File: src/rtl/free_list_multi_if.sv
// rtl/free_list_multi_if.sv - rename/commit-side bus of the multi-lane physical register free list
//
// Purpose: groups the allocate, free, commit and flush signals of free_list_multi.
// Ports (all signals; direction as seen from the free list, i.e. modport slave):
//   alloc_req    in   LANES                 per-lane allocate request (contiguous prefix)
//   alloc_pd     out  LANES*PHYS_REG_BITS   per-lane candidate register, valid when avail > lane
//   avail        out  $clog2(DEPTH)+1       current free count
//   free_valid   in   LANES                 per-lane free strobe (contiguous prefix)
//   free_pd      in   LANES*PHYS_REG_BITS   registers being returned
//   commit_alloc in   LANES                 per-lane "committing instruction held a pd"
//   flush        in   1                     mispredict recovery
//   err          out  1                     sticky underflow/overflow flag
// Modport master is the rename/commit side, slave is the free list.

interface free_list_multi_if #(
   parameter int DEPTH         = 32,
   parameter int PHYS_REG_BITS = 6,
   parameter int LANES         = 2
);
   localparam int PW = $clog2(DEPTH) + 1;

   logic [LANES-1:0]               alloc_req;
   logic [LANES*PHYS_REG_BITS-1:0] alloc_pd;
   logic [PW-1:0]                  avail;
   logic [LANES-1:0]               free_valid;
   logic [LANES*PHYS_REG_BITS-1:0] free_pd;
   logic [LANES-1:0]               commit_alloc;
   logic                           flush;
   logic                           err;

   modport master (
      output alloc_req, free_valid, free_pd, commit_alloc, flush,
      input  alloc_pd, avail, err
   );

   modport slave (
      input  alloc_req, free_valid, free_pd, commit_alloc, flush,
      output alloc_pd, avail, err
   );
endinterface

File: src/rtl/free_list_multi.sv
// rtl/free_list_multi.sv - multi-lane circular free list of physical register indices with flush recovery
//
// Purpose: holds free physical register indices in a circular buffer. Rename allocates
// up to LANES registers per cycle from head, commit returns up to LANES registers per
// cycle at tail, and a retired head (rhead) lets a flush give back every speculatively
// allocated register in one cycle.
// Ports:
//   clk  in  clock
//   rst  in  asynchronous active-high reset
//   bus  free_list_multi_if.slave  (alloc_req/alloc_pd/avail/free_valid/free_pd/
//                                   commit_alloc/flush/err)
// Optional feature: macro FREE_LIST_P0_FILTER_EN squashes free lanes returning
// physical register 0 and compacts the remaining lanes toward tail.

module free_list_multi #(
   parameter int DEPTH         = 32,
   parameter int PHYS_REG_BITS = 6,
   parameter int NUM_ARCH_REGS = 32,
   parameter int LANES         = 2
) (
   input logic               clk,
   input logic               rst,
   free_list_multi_if.slave  bus
);
   localparam int AW = $clog2(DEPTH);
   localparam int PW = AW + 1;

   logic [PHYS_REG_BITS-1:0] mem_q [DEPTH];
   logic [PHYS_REG_BITS-1:0] mem_d [DEPTH];
   logic [PW-1:0]            head_q, head_d;
   logic [PW-1:0]            rhead_q, rhead_d;
   logic [PW-1:0]            tail_q, tail_d;
   logic                     err_q, err_d;

   logic [PW-1:0]            na, nc, nf, room, slot, widx, ridx;
   logic [LANES-1:0]         keep;

   function automatic logic [PW-1:0] popcnt(input logic [LANES-1:0] m);
      logic [PW-1:0] c;
      c = '0;
      for (int i = 0; i < LANES; i++) c = c + PW'(m[i]);
      return c;
   endfunction

   function automatic logic contig(input logic [LANES-1:0] m);
      return ((m & (m + 1'b1)) == '0);
   endfunction

   // Outputs depend on registered state only; freshly freed entries are never bypassed.
   always_comb begin
      bus.alloc_pd = '0;
      ridx = '0;
      for (int i = 0; i < LANES; i++) begin
         ridx = head_q + PW'(i);
         bus.alloc_pd[i*PHYS_REG_BITS +: PHYS_REG_BITS] = mem_q[ridx[AW-1:0]];
      end
   end

   assign bus.avail = tail_q - head_q;
   assign bus.err   = err_q;

   always_comb begin
      mem_d   = mem_q;
      head_d  = head_q;
      rhead_d = rhead_q;
      tail_d  = tail_q;
      err_d   = err_q;
      slot    = '0;
      widx    = '0;

      na = bus.flush ? '0 : popcnt(bus.alloc_req);
      nc = popcnt(bus.commit_alloc);

      rhead_d = rhead_q + nc;

      // Flush rewinds head to the retired head, including this cycle's commits.
      if (bus.flush) begin
         head_d = rhead_q + nc;
      end else if (na <= bus.avail) begin
         head_d = head_q + na;
      end else begin
         err_d = 1'b1;
      end

      keep = bus.free_valid;
`ifdef FREE_LIST_P0_FILTER_EN
      for (int i = 0; i < LANES; i++) begin
         if (bus.free_pd[i*PHYS_REG_BITS +: PHYS_REG_BITS] == '0) keep[i] = 1'b0;
      end
`endif
      nf = popcnt(keep);

      // Overflow is judged against the head after this cycle's allocate/flush.
      room = tail_q - head_d;
      if ({1'b0, room} + {1'b0, nf} > (PW+1)'(DEPTH)) begin
         err_d = 1'b1;
      end else begin
         // Surviving lanes are packed into consecutive slots starting at tail.
         for (int i = 0; i < LANES; i++) begin
            if (keep[i]) begin
               widx = tail_q + slot;
               mem_d[widx[AW-1:0]] = bus.free_pd[i*PHYS_REG_BITS +: PHYS_REG_BITS];
               slot = slot + 1'b1;
            end
         end
         tail_d = tail_q + nf;
      end
   end

   always_ff @(posedge clk or posedge rst) begin
      if (rst) begin
         for (int i = 0; i < DEPTH; i++) mem_q[i] <= PHYS_REG_BITS'(NUM_ARCH_REGS + i);
         head_q  <= '0;
         rhead_q <= '0;
         tail_q  <= PW'(DEPTH);
         err_q   <= 1'b0;
      end else begin
         mem_q   <= mem_d;
         head_q  <= head_d;
         rhead_q <= rhead_d;
         tail_q  <= tail_d;
         err_q   <= err_d;
      end
   end

   a_contig_masks: assert property (@(posedge clk) disable iff (rst)
      contig(bus.alloc_req) && contig(bus.free_valid) && contig(bus.commit_alloc));

endmodule

File: src/flat_wrapper.sv
// flat-port wrapper written by rule: the top's interface ports become plain ports
module free_list_multi_flat 
#(
   parameter int DEPTH         = 32,
   parameter int PHYS_REG_BITS = 6,
   parameter int NUM_ARCH_REGS = 32,
   parameter int LANES         = 2
)
  (clk, rst, bus_alloc_req, bus_free_valid, bus_free_pd, bus_commit_alloc, bus_flush, bus_alloc_pd, bus_avail, bus_err);
  free_list_multi_if #(.DEPTH(DEPTH), .PHYS_REG_BITS(PHYS_REG_BITS), .LANES(LANES)) bus_i ();
  input logic clk;
  input logic rst;
  input wire logic [$bits(bus_i.alloc_req)-1:0] bus_alloc_req;
  input wire logic [$bits(bus_i.free_valid)-1:0] bus_free_valid;
  input wire logic [$bits(bus_i.free_pd)-1:0] bus_free_pd;
  input wire logic [$bits(bus_i.commit_alloc)-1:0] bus_commit_alloc;
  input wire logic [$bits(bus_i.flush)-1:0] bus_flush;
  output wire logic [$bits(bus_i.alloc_pd)-1:0] bus_alloc_pd;
  output wire logic [$bits(bus_i.avail)-1:0] bus_avail;
  output wire logic [$bits(bus_i.err)-1:0] bus_err;
  assign bus_i.alloc_req = bus_alloc_req;
  assign bus_i.free_valid = bus_free_valid;
  assign bus_i.free_pd = bus_free_pd;
  assign bus_i.commit_alloc = bus_commit_alloc;
  assign bus_i.flush = bus_flush;
  assign bus_alloc_pd = bus_i.alloc_pd;
  assign bus_avail = bus_i.avail;
  assign bus_err = bus_i.err;
  free_list_multi #(.DEPTH(DEPTH), .PHYS_REG_BITS(PHYS_REG_BITS), .NUM_ARCH_REGS(NUM_ARCH_REGS), .LANES(LANES)) u_core (.clk(clk), .rst(rst), .bus(bus_i));
endmodule
File: config.mk
export PLATFORM = sky130hd
export DESIGN_NAME = free_list_multi_flat
export DESIGN_NICKNAME = d
export VERILOG_FILES = /design/src/rtl/free_list_multi_if.sv /design/src/rtl/free_list_multi.sv /design/src/flat_wrapper.sv
export SDC_FILE = /design/constraint.sdc
export NUM_CORES = 1
export LEC_CHECK = 0
export CAP_MARGIN = 25
export CORE_AREA = 3 3 192 194
export DETAILED_ROUTE_END_ITERATION = 16
export DIE_AREA = 0 0 195 197
export PLACE_DENSITY_LB_ADDON = 0.1
export SYNTH_ARGS = -nofsm -noshare
export SYNTH_HDL_FRONTEND = slang
export SYNTH_SLANG_ARGS = --single-unit
File: constraint.sdc
create_clock -name clk -period 5.6 [get_ports clk]
set_input_delay 0.56 -clock clk [delete_from_list [all_inputs] [get_ports clk]]
set_output_delay 0.56 -clock clk [all_outputs]
set_load 0.005 [all_outputs]
* Yosys cells after proc, flatten, opt, wreduce, memory -nomap -nowiden
Cells that the tools add are included.
** Storage, ports and cells
- Logic and storage cells :: 87
- Bits of input ports :: 21
- Output and inout bits :: 19
- Register bits after elaboration :: 211
** Cells by class
- Multiplexer cells :: 23
- Reduce and logical (&&, ||, !) cells :: 3
- Order comparisons :: 8
- Add/subtract/negate cells :: 11
- Eq/ne operators :: 2
- Bitwise operators :: 4
** Operators by type and width (count)
- two-way mux 192 bit :: 3
- bitwise mux 192 bit :: 2
- binary-select mux 6 bit (select 5 bit) :: 2
- demux 6 bit (select 5 bit) :: 2
- two-way mux 6 bit :: 9
- greater-or-equal comparator 6 bit (second input constant) :: 4
- NOT 5 -> 6 bit :: 4
- adder 6 bit :: 2
- < comparator 6 x 1 -> 1 bit (second input constant) :: 2
- subtractor 6 bit :: 2
- adder 6 x 6 -> 7 bit :: 1
- greater-than comparator 7 x 6 -> 1 bit (second input constant) :: 1
- adder 1 x 1 -> 2 bit :: 3
- adder 6 x 2 -> 6 bit :: 1
- <= comparator 6 bit :: 1
- adder 5 x 1 -> 5 bit (second input constant) :: 1
- adder 5 bit :: 1
- two-way mux 5 bit :: 1
- two-way mux 1 bit :: 4
- logical AND 1 bit :: 2
- != test 2 x 1 -> 1 bit (second input constant) :: 1
- != test 2 bit (second input constant) :: 1
- AND reduction 2 bit :: 1

* Longest topological paths before layout
Gate-level depths: netlist of the first run.
- Depth after elaboration :: 17
- Gate-level depth with buffers :: 27
- Mapped depth without buffers :: 24

* Worst setup path before layout of the first run
OpenSTA, ideal clock, no wires.
- Path type :: reg2reg
- Start :: register u_core.head_q[1]
- End :: register u_core.mem_q[63] in the netlist's numbering
- Clock period less this slack :: 5.734 ns
- Stages on the path, launching flop included :: 26
- Required time :: 5.520 ns
- Setup slack :: -0.134 ns
- Arrival time :: 5.654 ns
- Buffers on the path :: 5
- Library setup time :: 0.080 ns
- Cell sequence :: dfrtp_1 > buf_4 > clkbuf_1 > clkbuf_1 > inv_1 > fa_1 > inv_1 > ha_1 > a21oi_1 > o21ai_0 > nor3_1 > nand2_1 > mux2i_1 > o21ai_0 > ha_1 > inv_1 > ha_1 > fa_1 > nor2_1 > a211oi_1 > nand2_1 > mux2i_4 > nand2_2 > buf_6 > buf_4 > a2bb2oi_1
** On the way
- Cells in the longest elaborated chain, start to end :: 7
- Elaborated cells on any way between the ends :: 8
- Classes of those cells :: add/sub: 4; order compare: 2; mux: 2
** Ends and longest elaborated chain
- from (decl) :: RTL line free_list_multi.sv:30 : logic [PW-1:0] head_q, head_d;
- from (signal assigned) :: RTL line free_list_multi.sv:113 : head_q <= '0;
- from (signal assigned) :: RTL line free_list_multi.sv:119 : head_q <= head_d;
- subtractor 6 bit :: RTL line free_list_multi.sv:59 : assign bus.avail = tail_q - head_q;
- net bus_avail[1] :: RTL line flat_wrapper.sv:19 : output wire logic [$bits(bus_i.avail)-1:0] bus_avail;
- <= comparator 6 bit :: RTL line free_list_multi.sv:79 : end else if (na <= bus.avail) begin
- two-way mux 6 bit :: RTL line free_list_multi.sv:79
- two-way mux 6 bit :: RTL line free_list_multi.sv:77 : if (bus.flush) begin
- net u_core.head_d[0] :: RTL line free_list_multi.sv:30
- subtractor 6 bit :: RTL line free_list_multi.sv:94 : room = tail_q - head_d;
- adder 6 x 6 -> 7 bit :: RTL line free_list_multi.sv:95 : if ({1'b0, room} + {1'b0, nf} > (PW+1)'(DEPTH)) begin
- greater-than comparator 7 x 6 -> 1 bit :: RTL line free_list_multi.sv:95
- to (signal assigned) :: RTL line free_list_multi.sv:118 : mem_q <= mem_d;
- to (decl) :: RTL line free_list_multi.sv:28 : logic [PHYS_REG_BITS-1:0] mem_q [DEPTH];
The timed path passes the listed nets, and every way through them passes these cells.
A chain may end at the register's enable or synchronous reset.

* Worst setup path in the final report of the first run
- Start :: register u_core.tail_q[0]
- End :: register u_core.mem_q[130] in the netlist's numbering
** On the way
- Cells in the longest elaborated chain, start to end :: 10
- Elaborated cells on any way between the ends :: 25
- Classes of those cells :: add/sub: 4; order compare: 6; mux: 11; bitwise: 2; reduce/logical: 2
** Ends and longest elaborated chain
- from (decl) :: RTL line free_list_multi.sv:32 : logic [PW-1:0] tail_q, tail_d;
- from (signal assigned) :: RTL line free_list_multi.sv:115 : tail_q <= PW'(DEPTH);
- from (signal assigned) :: RTL line free_list_multi.sv:121 : tail_q <= tail_d;
- parallel branches: the longest is 10 deep, another holds adder 6 x 6 -> 7 bit
Several ways; the timed one is not identified. The select of a mux whose other input is x is not followed.

==> impl_metrics.env, run 1 <==
export IMPL_drive_gt1_share_pct=33.0
export IMPL_finalSetupViolations=0
export IMPL_hold_class="flip-flop to flip-flop"
export IMPL_cp_max_fo=91
export IMPL_first_pass_iters=5
export IMPL_syn_avg_cell_area_sq_um=11.5
export IMPL_io_buffers=39
export IMPL_r2r_start="u_core.tail_q[0]"
export IMPL_core_sq_um=35400
export IMPL_syn_to_final_growth_pct=14.4
export IMPL_crit_required_ns=5.99
export IMPL_synth_edf_count=0
export IMPL_gp_congestion=0.887
export IMPL_reg2reg_depth=21
export IMPL_die_h_microns=197
export IMPL_antenna_found_initial=0
export IMPL_dp_cells=1700
export IMPL_rsz0062_at_grt="no"
export IMPL_status="finished clean"
export IMPL_wire_per_inst_microns=30.1
export IMPL_htree_levels=1
export IMPL_cp_start_kind="flip-flop"
export IMPL_fp_dieArea_sq_um=38400
export IMPL_crit_type="flip-flop to flip-flop"
export IMPL_num_vias=12200
export IMPL_cts_tree="done"
export IMPL_pin_count=40
export IMPL_synth_seq_cells=211
export IMPL_synth_area_sq_um=14400
export IMPL_relSlewSlack_pct=30.1
export IMPL_critPathCaptureType="flip-flop"
export IMPL_clk_pin_slew_worst_paths_ns=0.06
export IMPL_clockRootBuffer="clkbuf_16"
export IMPL_max_cap_violations=0
export IMPL_hpwl_mm=33.9
export IMPL_reg2reg_to="u_core.mem_q[130]"
export IMPL_ys_top_cells_by_area="dfstp_2 (21%), mux4_2 (19%), dfrtp_1 (17%), a2bb2oi_1 (10%), o22ai_1 (8.4%)"
export IMPL_wl_mm=52.8
export IMPL_fmax_mhz=189
export IMPL_final_cell_mix="o22ai_1 (194), a2bb2oi_1 (165), mux4_2 (120)"
export IMPL_period_needed_ns=5.28
export IMPL_grt_max_degree=110
export IMPL_whs_ns=0.463
export IMPL_grt_pass1_vias=11900
export IMPL_grt_overflow=0
export IMPL_cts_hold_buf=0
export IMPL_ys_types=63
export IMPL_ys_seq_area_share_pct=37.7
export IMPL_grt_pass1_wl_mm=79.8
export IMPL_antenna_left=0
export IMPL_worst_r2r_setup_slack_ns=0.32
export IMPL_final_common_cell="o22ai_1"
export IMPL_yosysTopAreaCell="dfstp_2"
export IMPL_fillers=3288
export IMPL_place_area_sq_um=15400
export IMPL_yosys_warnings=0
export IMPL_cts_made_buffers=25
export IMPL_die_w_microns=195
export IMPL_arrival_ns=5.67
export IMPL_diodes=0
export IMPL_final_nets=1327
export IMPL_start_util_pct=40.6
export IMPL_clock_skew_ns=0.0103
export IMPL_critPathCapture="u_core.mem_q[130]"
export IMPL_finalMaxSlewViolations=0
export IMPL_drc_errors=0
export IMPL_insertion_delay_ns=0.54
export IMPL_yosysTopAreaCellShare_pct=20.7
export IMPL_via_per_inst=6.95
export IMPL_post_route_cell_area_sq_um=16400
export IMPL_synth_fp_nets=1301
export IMPL_crit_path_start="u_core.tail_q[0]"
export IMPL_synthCells=1249
export IMPL_fin_tns_setup_ns=0
export IMPL_post_route_period_util_pct=94.2
export IMPL_clkSinkCount=211
export IMPL_drtIter0Drc=1383
export IMPL_row_count=69
export IMPL_grtUsageTotal_pct=27.1
export IMPL_hold_violations=0
export IMPL_tightest_slew_ns=1.05
export IMPL_clockBufferDepth=3
export IMPL_synth_ff_type="dfstp_2"
export IMPL_final_cells=1753
export IMPL_synthArstFlopShare_pct=100
-- cell type report --
class / count / area, sq um / area share, %
Sequential cell: 211 / 5430 / 33.0
Clock buffer: 36 / 707 / 4.30
Timing Repair Buffer: 109 / 1080 / 6.60
Inverter: 22 / 88.8 / 0.541
Clock inverter: 8 / 92.6 / 0.563
Tap cell: 461 / 577 / 3.51
Multi-Input combinational cell: 906 / 8460 / 51.5
-- kinds of logic after synthesis --
group	count (synthesis)	share of synthesized area (%)
AOI/OAI and AO/OA	511	27.2
and+or+nand+nor	212	6.49
DFF	211	37.7
buffers and inverters	132	4.66
muxes	131	19.7
adders and majority gates	31	2.96
xor gates and xnor gates	21	1.28
-- state kept, by name, indices dropped and copies added, names as in the netlist --
name            count
u_core.tail_q       6
u_core.bus.err      1
u_core.mem_q      192
u_core.rhead_q      6
u_core.head_q       6
-- worst max-delay path: stages (launching register included) --
cell,delay (ns)
dfrtp_1,0.38
inv_1,0.11
ha_1,0.18
inv_1,0.06
fa_1,0.50
inv_1,0.05
ha_1,0.28
a21oi_1,0.15
o21ai_2,0.09
or3_1,0.43
o41a_1,0.45
a32oi_1,0.17
ha_1,0.29
fa_1,0.47
nor2_1,0.19
nand4b_1,0.15
a21oi_2,0.21
o21ai_4,0.13
buf_12,0.19
nand2_8,0.10
buf_16,0.31
a2bb2oi_1,0.12
-- cell usage after synthesis, types with 3 or more instances --
cell type,number
a211oi_1,7
a21o_1,5
a21oi_1,52
a21oi_2,27
a22oi_1,3
a2bb2oi_1,166
a2bb2oi_2,26
a31oi_1,3
and2_1,3
and3_1,3
buf_1,8
buf_2,19
buf_4,18
buf_6,4
clkbuf_1,51
dfrtp_1,98
dfstp_2,113
dlygate4sd1_1,10
fa_1,5
ha_1,26
inv_1,19
mux2_2,7
mux2i_1,3
mux4_2,120
nand2_1,105
nand2b_1,6
nand3_1,12
nor2_1,53
nor2b_1,9
nor3_1,3
o21a_1,4
o21ai_0,5
o22ai_1,194
or3_1,4
xnor2_1,11
xor2_1,10
-- timing repair --
item	CTS	global route
pin swaps	1	0
endpoints found under the hold margin	0	0
gates resized for setup	0	26
setup endpoints to repair	194	198
gates cloned	0	1
setup buffers	5	1
-- metrics by stage --
stage,setup slack (ns),utilization (%)
floorplan,0.0989,-
global placement,-0.0548,43.4
detailed placement,-0.175,43.4
CTS,0.0767,45.8
global route,0.0127,46.4
finish,0.322,46.4
-- how the worst min path moves through the flow --
| stage | cells after the start | to | from | slack (ns) |
|---|---|---|---|---|
| 3_5_place_dp | 1 | u_core.rhead_q[5] | u_core.rhead_q[5] | 0.46 |
| 6_report | 1 | u_core.rhead_q[5] | u_core.rhead_q[5] | 0.46 |
| 3_3_place_gp | 1 | u_core.rhead_q[5] | u_core.rhead_q[5] | 0.46 |
| 4_1_cts | 1 | u_core.rhead_q[5] | u_core.rhead_q[5] | 0.47 |
| 2_1_floorplan | 1 | u_core.rhead_q[5] | u_core.rhead_q[5] | 0.44 |
| 5_1_grt | 1 | u_core.rhead_q[5] | u_core.rhead_q[5] | 0.50 |
-- layer usage --
layer  routed length (microns)  vias up  global-route usage (%)
met1                     22300     6324                    39.4
met4                      1770        0                    8.42
met2                     24400      642                    42.0
met5                         0        -                       0
met3                      4370      105                    4.27
li1                          -     5111                       -
Power of run 1 is not shown: default switching activity piles up to over one toggle a cycle in this logic, so the estimate is an artifact.
==> run 2: changes to the inputs <==
--- a/config.mk
+++ b/config.mk
@@ -5,7 +5,7 @@
 export SDC_FILE = /design/constraint.sdc
 export NUM_CORES = 1
 export LEC_CHECK = 0
-export CAP_MARGIN = 25
+export CAP_MARGIN = 20
 export CORE_AREA = 3 3 192 194
 export DETAILED_ROUTE_END_ITERATION = 16
 export DIE_AREA = 0 0 195 197
==> impl_metrics.env, run 2 (synthesis gave the netlist of run 1 again) <==
export IMPL_status="finished clean"
export IMPL_fmax_mhz=188
export IMPL_max_cap_violations=0
export IMPL_final_cell_mix="o22ai_1 (194), a2bb2oi_1 (165), mux4_2 (120)"
export IMPL_place_area_sq_um=15400
export IMPL_cp_max_fo=91
export IMPL_cts_made_buffers=25
export IMPL_hpwl_mm=33.9
export IMPL_htree_levels=1
export IMPL_gp_congestion=0.887
export IMPL_clk_pin_slew_worst_paths_ns=0.06
export IMPL_grt_use_met1_pct=39.4
export IMPL_largest_register="u_core.mem_q"
export IMPL_largest_reg_flops=192
export IMPL_met3_usage_pct=4.27
export IMPL_whs_path_depth=1
export IMPL_grt_pass1_wl_mm=79.8
export IMPL_antenna_left=0
export IMPL_num_vias=12200
export IMPL_rsz0062_at_grt="no"
export IMPL_grt_max_degree=110
export IMPL_finalMaxSlewViolations=0
export IMPL_wl_mm=52.8
export IMPL_crit_required_ns=6.06
export IMPL_syn_to_final_growth_pct=14.1
export IMPL_period_needed_ns=5.31
export IMPL_crit_chain="inv_1 -> ha_1 -> inv_1 -> fa_1 -> inv_1 -> ha_1 -> a21oi_1 -> o21ai_2 -> or3_1 -> o41a_1 -> a32oi_1 -> ha_1 -> a21oi_1 -> buf_4 -> nor2b_1 -> nor4b_1 -> a211oi_1 -> and4bb_1 -> mux2i_4 -> buf_12 -> nand2_8 -> buf_16 -> a2bb2oi_1"
export IMPL_crit_path_top_delay_cell="fa_1"
export IMPL_pin_count=40
export IMPL_clkSinkCount=211
export IMPL_clockRootBuffer="clkbuf_16"
export IMPL_cp_num_buf_inv=6
export IMPL_crit_type="flip-flop to flip-flop"
export IMPL_busiest_layer="met2"
export IMPL_cts_hold_buf=0
export IMPL_fillers=3294
export IMPL_hold_violations=0
export IMPL_finalSetupViolations=0
export IMPL_critPathCaptureType="flip-flop"
export IMPL_relSlewSlack_pct=26.3
export IMPL_row_count=69
export IMPL_fp_dieArea_sq_um=38400
export IMPL_reg2reg_depth=23
export IMPL_drc_errors=0
export IMPL_grtUsageTotal_pct=27.1
export IMPL_slowest_delay_ns=0.50
export IMPL_grt_overflow=0
export IMPL_grt_pass1_vias=11900
export IMPL_via_per_inst=6.97
export IMPL_post_route_period_util_pct=94.8
export IMPL_cp_start_kind="flip-flop"
export IMPL_drtIter0Drc=1388
export IMPL_diodes=0
export IMPL_post_route_cell_area_sq_um=16400
export IMPL_use_met2_pct=42.0
export IMPL_die_h_microns=197
export IMPL_core_sq_um=35400
export IMPL_final_common_cell="o22ai_1"
export IMPL_drive_gt1_share_pct=32.9
export IMPL_start_util_pct=40.6
export IMPL_antenna_found_initial=0
export IMPL_die_w_microns=195
export IMPL_tightest_slew_ns=1.10
export IMPL_cts_tree="done"
export IMPL_cp_top_family="compound AO/OA/AOI/OAI gates"
export IMPL_insertion_delay_ns=0.54
export IMPL_arrival_ns=5.76
export IMPL_first_pass_iters=5
export IMPL_final_nets=1325
export IMPL_crit_cells=23
export IMPL_clockBufferDepth=3
export IMPL_hold_class="flip-flop to flip-flop"
export IMPL_io_buffers=39
export IMPL_wire_per_inst_microns=30.2
export IMPL_final_util_pct=46.3
export IMPL_whs_ns=0.460
export IMPL_clock_skew_ns=0.00930
## run 2: cell type report
type / instances / area, sq um / area share, %
flip-flops and latches: 211 / 5430 / 33.1
clock inverters: 8 / 92.6 / 0.565
clock buffers: 36 / 707 / 4.31
inverters: 22 / 88.8 / 0.542
repair buffers: 107 / 1050 / 6.40
well taps: 461 / 577 / 3.52
multi-input cells: 906 / 8460 / 51.6
## run 2: path summary, 6_finish.rpt
kind	from	to	slack, ns
worst max-delay path	u_core.tail_q[0]	u_core.mem_q[185]	0.29
worst min-delay path	u_core.rhead_q[5]	u_core.rhead_q[5]	0.46
worst max register to register	u_core.tail_q[0]	u_core.mem_q[185]	0.29
worst min register to register	u_core.rhead_q[5]	u_core.rhead_q[5]	0.46
max in group asynchronous	rst	u_core.mem_q[67]	4.50
min in group asynchronous	rst	u_core.mem_q[150]	0.55
## run 2: metrics by stage
stage                     setup slack [ns]  setup TNS [ns]  cells
after floorplan                     0.0989               0   1249
after CTS                           0.0767               0   1749
after global routing                0.0127               0   1751
final                                0.292               0   1751
after detailed placement            -0.175          -24.66   1700
after global placement             -0.0548           -3.63   1700
## run 2: metal layers
metal | vias up | part of all wire (%)
met5 | - | 0
met3 | 100 | 8.4
met1 | 6361 | 42
met2 | 635 | 46
met4 | 0 | 3.3
li1 | 5115 | -
## run 2: repair_timing
| item | in CTS | in global routing |
|---|---|---|
| setup buffers | 5 | 1 |
| cloned | 0 | 1 |
| pin swaps | 1 | 0 |
| gates resized for setup | 0 | 26 |
| endpoints found under the setup margin | 194 | 198 |
Power of run 2 is left out for the same reason.
